## src/rtl/led_div_seq_pkg.sv

```systemverilog
// Shared types and defaults for the LED divider sequencer.
package led_div_seq_pkg;

    localparam int unsigned DIVW_DEFAULT = 5;
    localparam int unsigned DWW_DEFAULT  = 16;

    typedef enum logic [1:0] {
        StIdle  = 2'd0,
        StLoad  = 2'd1,
        StDwell = 2'd2
    } seq_state_t;

    // Table entry at the default widths; the top builds the same shape from its parameters.
    typedef struct packed {
        logic [DIVW_DEFAULT-1:0] div;
        logic [DWW_DEFAULT-1:0]  dwell;
    } seq_entry_t;

endpackage

```

## src/rtl/led_div_seq_if.sv

```systemverilog
// Register-style table write port for the divider sequencer.
interface led_div_seq_if #(
    parameter int unsigned AW   = 3,
    parameter int unsigned DIVW = 5,
    parameter int unsigned DWW  = 16
) ();

    logic            cfg_wr;
    logic [AW-1:0]   cfg_addr;
    logic [DIVW-1:0] cfg_div;
    logic [DWW-1:0]  cfg_dwell;

    modport master (
        output cfg_wr,
        output cfg_addr,
        output cfg_div,
        output cfg_dwell
    );

    modport slave (
        input cfg_wr,
        input cfg_addr,
        input cfg_div,
        input cfg_dwell
    );

endinterface

```

## src/rtl/led_div_seq_tick_gen.sv

```systemverilog
// Dwell-unit prescaler: one tick every PRESC cycles, phase restarted by restart_i.
module led_div_seq_tick_gen #(
    parameter int unsigned PRESC = 100000
) (
    input  logic clk100,
    input  logic rstn,
    input  logic restart_i,
    output logic tick_o
);

    localparam int unsigned PW = $clog2(PRESC);

    logic [PW-1:0] cnt_q, cnt_d;

    // Restart loads 1 so the restart cycle itself counts as the first cycle of the unit.
    always_comb begin
        cnt_d = cnt_q + PW'(1);
        if (restart_i) begin
            cnt_d = PW'(1);
        end else if (cnt_q == PW'(PRESC - 1)) begin
            cnt_d = '0;
        end
    end

    // Prescaler count register.
    always_ff @(posedge clk100 or negedge rstn) begin
        if (!rstn) begin
            cnt_q <= '0;
        end else begin
            cnt_q <= cnt_d;
        end
    end

    assign tick_o = !restart_i && (cnt_q == PW'(PRESC - 1));

endmodule

```

## src/rtl/led_div_seq.sv

```systemverilog
// Divider sequencer: plays a table of {div, dwell} entries into led_cnt's div/wren inputs.
module led_div_seq
    import led_div_seq_pkg::*;
#(
    parameter int unsigned DIVW  = DIVW_DEFAULT,
    parameter int unsigned DEPTH = 8,
    parameter int unsigned DWW   = DWW_DEFAULT,
    parameter int unsigned PRESC = 100000,
    localparam int unsigned AW   = $clog2(DEPTH),
    localparam int unsigned LW   = $clog2(DEPTH + 1)
) (
    input  logic            clk100,
    input  logic            rstn,
    input  logic            en_i,
    input  logic [LW-1:0]   len_i,
    led_div_seq_if.slave    cfg_bus,
    output logic [DIVW-1:0] div_o,
    output logic            wren_o,
    output logic [AW-1:0]   step_o,
    output logic            busy_o
);

    typedef struct packed {
        logic [DIVW-1:0] div;
        logic [DWW-1:0]  dwell;
    } entry_t;

    entry_t          tbl_q [DEPTH];
    entry_t          ld_entry;
    seq_state_t      state_q, state_d;
    logic [AW-1:0]   idx_q, idx_d;
    logic [DWW-1:0]  dcnt_q, dcnt_d;
    logic [DIVW-1:0] div_q, div_d;
    logic [AW-1:0]   step_q, step_d;
    logic            wren_q, wren_d;
    logic            restart;
    logic            tick;
    logic [LW-1:0]   len_c;
    logic            wrap;

    led_div_seq_tick_gen #(
        .PRESC(PRESC)
    ) u_tick_gen (
        .clk100   (clk100),
        .rstn     (rstn),
        .restart_i(restart),
        .tick_o   (tick)
    );

    // Table storage; writes never touch the running dwell count.
    always_ff @(posedge clk100 or negedge rstn) begin
        if (!rstn) begin
            for (int i = 0; i < int'(DEPTH); i++) begin
                tbl_q[i] <= '0;
            end
        end else if (cfg_bus.cfg_wr) begin
            tbl_q[cfg_bus.cfg_addr] <= {cfg_bus.cfg_div, cfg_bus.cfg_dwell};
        end
    end

    // Entry to load, with write-first bypass when the same entry is written this cycle.
    always_comb begin
        ld_entry = tbl_q[idx_q];
        if (cfg_bus.cfg_wr && (cfg_bus.cfg_addr == idx_q)) begin
            ld_entry = {cfg_bus.cfg_div, cfg_bus.cfg_dwell};
        end
    end

    // Active length clamp and wrap decision for the step after the current one.
    always_comb begin
        len_c = (len_i > LW'(DEPTH)) ? LW'(DEPTH) : len_i;
        wrap  = (LW'(idx_q) + LW'(1)) >= len_c;
    end

    // Next-state and output-register logic.
    always_comb begin
        state_d = state_q;
        idx_d   = idx_q;
        dcnt_d  = dcnt_q;
        div_d   = div_q;
        step_d  = step_q;
        wren_d  = 1'b0;
        restart = 1'b0;
        if (!en_i) begin
            // Disable wins in any state; div/step hold for the LED.
            state_d = StIdle;
            idx_d   = '0;
        end else begin
            unique case (state_q)
                StIdle: begin
                    if (len_c != '0) begin
                        state_d = StLoad;
                        idx_d   = '0;
                    end
                end
                StLoad: begin
                    div_d   = ld_entry.div;
                    step_d  = idx_q;
                    wren_d  = 1'b1;
                    dcnt_d  = (ld_entry.dwell == '0) ? DWW'(1) : ld_entry.dwell;
                    restart = 1'b1;
                    state_d = StDwell;
                end
                StDwell: begin
                    if (tick) begin
                        if (dcnt_q <= DWW'(1)) begin
                            if (len_c == '0) begin
                                state_d = StIdle;
                                idx_d   = '0;
                            end else begin
                                state_d = StLoad;
                                idx_d   = wrap ? '0 : idx_q + AW'(1);
                            end
                        end else begin
                            dcnt_d = dcnt_q - DWW'(1);
                        end
                    end
                end
                default: begin
                    state_d = StIdle;
                    idx_d   = '0;
                end
            endcase
        end
    end

    // FSM, dwell counter and output registers.
    always_ff @(posedge clk100 or negedge rstn) begin
        if (!rstn) begin
            state_q <= StIdle;
            idx_q   <= '0;
            dcnt_q  <= '0;
            div_q   <= '0;
            step_q  <= '0;
            wren_q  <= 1'b0;
        end else begin
            state_q <= state_d;
            idx_q   <= idx_d;
            dcnt_q  <= dcnt_d;
            div_q   <= div_d;
            step_q  <= step_d;
            wren_q  <= wren_d;
        end
    end

    assign div_o  = div_q;
    assign wren_o = wren_q;
    assign step_o = step_q;
    assign busy_o = (state_q != StIdle);

endmodule

```

## src/flat_wrapper.sv

```systemverilog
// flat-port wrapper written by rule: the top's interface ports become plain ports
module led_div_seq_flat import led_div_seq_pkg::*;
#(
    parameter int unsigned DIVW  = DIVW_DEFAULT,
    parameter int unsigned DEPTH = 8,
    parameter int unsigned DWW   = DWW_DEFAULT,
    parameter int unsigned PRESC = 100000,
    localparam int unsigned AW   = $clog2(DEPTH),
    localparam int unsigned LW   = $clog2(DEPTH + 1)
)
  (clk100, rstn, en_i, len_i, div_o, wren_o, step_o, busy_o, cfg_bus_cfg_wr, cfg_bus_cfg_addr, cfg_bus_cfg_div, cfg_bus_cfg_dwell);
  led_div_seq_if #(.AW((3)), .DIVW(DIVW), .DWW(DWW)) cfg_bus_i ();
  input  logic clk100;
  input  logic rstn;
  input  logic en_i;
  input  logic [LW-1:0] len_i;
  output logic [DIVW-1:0] div_o;
  output logic wren_o;
  output logic [AW-1:0] step_o;
  output logic busy_o;
  input wire logic [$bits(cfg_bus_i.cfg_wr)-1:0] cfg_bus_cfg_wr;
  input wire logic [$bits(cfg_bus_i.cfg_addr)-1:0] cfg_bus_cfg_addr;
  input wire logic [$bits(cfg_bus_i.cfg_div)-1:0] cfg_bus_cfg_div;
  input wire logic [$bits(cfg_bus_i.cfg_dwell)-1:0] cfg_bus_cfg_dwell;
  assign cfg_bus_i.cfg_wr = cfg_bus_cfg_wr;
  assign cfg_bus_i.cfg_addr = cfg_bus_cfg_addr;
  assign cfg_bus_i.cfg_div = cfg_bus_cfg_div;
  assign cfg_bus_i.cfg_dwell = cfg_bus_cfg_dwell;
  led_div_seq #(.DIVW(DIVW), .DEPTH(DEPTH), .DWW(DWW), .PRESC(PRESC)) u_core (.clk100(clk100), .rstn(rstn), .en_i(en_i), .len_i(len_i), .cfg_bus(cfg_bus_i), .div_o(div_o), .wren_o(wren_o), .step_o(step_o), .busy_o(busy_o));
endmodule
```

## config.mk

```make
export PLATFORM = sky130hd
export DESIGN_NAME = led_div_seq_flat
export DESIGN_NICKNAME = d
export VERILOG_FILES = /design/src/rtl/led_div_seq_pkg.sv /design/src/rtl/led_div_seq_if.sv /design/src/rtl/led_div_seq_tick_gen.sv /design/src/rtl/led_div_seq.sv /design/src/flat_wrapper.sv
export SDC_FILE = /design/constraint.sdc
export NUM_CORES = 1
export LEC_CHECK = 0
export ABC_AREA = 1
export CAP_MARGIN = 20
export CORE_MARGIN = 2
export CORE_UTILIZATION = 50
export CTS_CLUSTER_DIAMETER = 150
export CTS_CLUSTER_SIZE = 14
export DETAILED_ROUTE_END_ITERATION = 8
export PLACE_DENSITY = 0.68
export SLEW_MARGIN = 30
export SYNTH_ARGS = -nofsm -noshare
export SYNTH_HDL_FRONTEND = slang
export SYNTH_SLANG_ARGS = --single-unit
```

## constraint.sdc

```tcl
create_clock -name clk100 -period 3.35 [get_ports clk100]
set_input_delay 1.005 -clock clk100 [delete_from_list [all_inputs] [get_ports clk100]]
set_output_delay 1.005 -clock clk100 [all_outputs]
set_load 0.005 [all_outputs]
```

==> flow_summary.yaml <==
die:
  die_h_um: 150.7
  coreArea_um2: 21090
  dieWidth_um: 150.7
  die_area_um2: 22700
  fp-row-count: 53
  start_util_pct: 51.01
  io_pins: 42
finish:
  syn_to_final_growth_pct: 11.12
  diodes: 0
  drive_gt1_share_pct: 4.976
  nets: 1490
  layout.cells.non_filler: 1722
drt:
  wl_met3_mm: 1.892
  wirelength_mm: 28.30
  viasPerCell: 5.470
  drtIter0Drc: 869
  vias: 9419
  highest_layer: "met5"
  wl_met2_mm: 12.69
  drc: 0
  drt-pass1-iter-count: 5
  wl_per_cell_um: 16.43
  wl_met1_mm: 13.33
  antenna_left: 0
critical_path:
  r2r-start: "u_core.idx_q[0]"
  arrival_ps: 1740
  critPathKind: "reg2out"
  crit-reg2reg-capture: "u_core.dcnt_q[0]"
  reg2reg_slack_ps: 970
  critPathMaxFanout: 4
  startpoint_type: "flip-flop"
  cp.required_ps: 2340
  end_kind: "primary output"
  crit_start: "u_core.state_q[0]"
  r2r_cells: 14
cts:
  cts_tree: "built"
  cts.sink_count: 215
  root_buffer: "clkbuf_16"
  post-cts-setup-buffers: 0
  ctsResizeCount: 0
  clock_latency_ps: 480
  cts_hold_buf: 0
  cts.path.max_buffers: 3
  clk_transition_reported_paths_ps: 70
  cts_made_buffers: 19
  cts.htree.levels: 1
hold_path:
  hp-start: "u_core.tbl_q[41]"
  hold_end: "u_core.tbl_q[41]"
  worstHoldPathCells: 2
  min_path_type: "reg2reg"
yosys:
  synth_flop_cell: "dfrtp_1"
  syn-cell-area_um2: 10760
  synth_cell_types: 38
  synth_edf_count: 0
  yosysMostFrequentCell: "nand2_1"
  yosysSeqAreaShare_pct: 50.02
  syn_nets: 1471
  yosys-top-cells-count: "nand2_1, o21ai_0, dfrtp_1"
  ys_async_sr_fraction_pct: 100.0
  yosys.area.top_type: "dfrtp_1"
  avgSynthCellArea_um2: 7.538
  synth_top_area_share_pct: 50.02
  synth_area_leaders: "dfrtp_1, nand2_1, o21ai_0"
  yosysWarnings: 0
  ys_ff_latch: 215
  syn-instance-count: 1427
sta:
  finalCritPeriodShare_pct: 81.82
  clock_skew_ps: 12.98
  slew_viol_final: 0
  rsz0062_at_grt: "no"
  worst_pin_slew_ps: 643.1
  finalHoldViolCount: 0
  maxSlewHeadroom_pct: 57.12
  max_freq_mhz: 364.9
  fin_tns_setup_ps: 0
  min_period_ps: 2741
  setup_violations: 0
run_status:
  status: "completed"
power_and_ir_drop:
  power.density_nw_per_um2: 635.5
  total_leakage_power_nw: 5.829
  ir_worst_vdd_v: 0.0003389
placed_design:
  gp_congestion: 0.8501
  dp_cells: 1700
  hpwlAfterDp_mm: 17.63
  io_buffer_count: 41
global_routing:
  first_global_vias: 8902
  grt_pass1_wl_mm: 46.63
  grt_use_total_pct: 25.78
  antenna_found_initial: 1
  grt_max_degree: 73
  grt-ovfl-total: 0
job:
  cap_violations: 0
==> state kept, by name (all words and copies together) (netlist names) <==
| signal | cells |
|---|---|
| u_core.wren_o | 1 |
| u_core.dcnt_q | 16 |
| u_core.u_tick_gen.cnt_q | 17 |
| u_core.tbl_q | 168 |
| u_core.step_o | 3 |
| u_core.idx_q | 3 |
| u_core.div_o | 5 |
| u_core.state_q | 2 |
==> how the worst max path moves through the flow <==
stage,end
after floorplan,u_core.dcnt_q[10]
after global placement,u_core.dcnt_q[0]
after detailed placement,u_core.dcnt_q[0]
after CTS,busy_o
after global routing,busy_o
final,busy_o
==> report_power, final <==
part	switching (W)	leakage, nW	internal (W)
Clock	0.000924	0.243	0.00102
Combinational	0.00137	2.87	0.000807
Sequential	0.000334	2.72	0.00314
==> critical path: stages (launching register included) <==
cell,delay [ps]
dfrtp_1,390
inv_1,80
ha_1,230
inv_1,60
clkdlybuf4s50_1,490
==> final cells by class <==
class	count	area, um^2
Inverter	127	476.7
Multi-Input combinational cell	1009	4556
Clock buffer	21	483.0
Tap cell	275	344.1
Sequential cell	215	5383
Fill cell	2029	9135
Timing Repair Buffer	74	699.4
Clock inverter	1	11.26
==> cell families (layout without fill, tap and decap cells) <==
group	after synthesis	in the layout	synth area share, %
and+or+nand+nor	703	703	26.63
AOI/OAI and AO/OA	288	288	13.80
DFF	215	215	50.02
buffers and inverters	203	223	7.677
adders and majority gates	12	12	1.396
xor gates and xnor gates	6	6	0.4885
==> per-layer routing <==
layer / vias up / track usage, %
met4: 2 / 4.673
met5: - / 0
li1: 4608 / -
met1: 4470 / 38.87
met2: 303 / 40.50
met3: 36 / 3.242
==> stage by stage <==
step           area [um^2]  util, %  hold slack [ps]  worst slack, ps  power [W]
2_1_floorplan        10760        -            447.8             1077   0.004994
3_3_place_gp         11460    54.34            460.2            338.9   0.005612
3_5_place_dp         11460    54.34            467.8            307.7   0.005671
4_1_cts              11950    56.68            484.0            581.8   0.007620
5_1_grt              11950    56.68            501.3            478.8   0.008148
6_report             11950    56.68            481.6            609.2   0.007596
==> cells in the final DEF (no fill, tap or decap), types with 10 or more instances in the layout <==
| cell type | count |
|---|---|
| nand4_1 | 11 |
| nor3_1 | 10 |
| nand3_1 | 93 |
| clkdlybuf4s50_1 | 40 |
| o21ai_0 | 226 |
| buf_4 | 30 |
| nor2_1 | 110 |
| inv_1 | 121 |
| ha_1 | 12 |
| clkbuf_16 | 19 |
| nand2_1 | 461 |
| a21oi_1 | 36 |
| dfrtp_1 | 213 |
(Power assumes the default switching activity.)
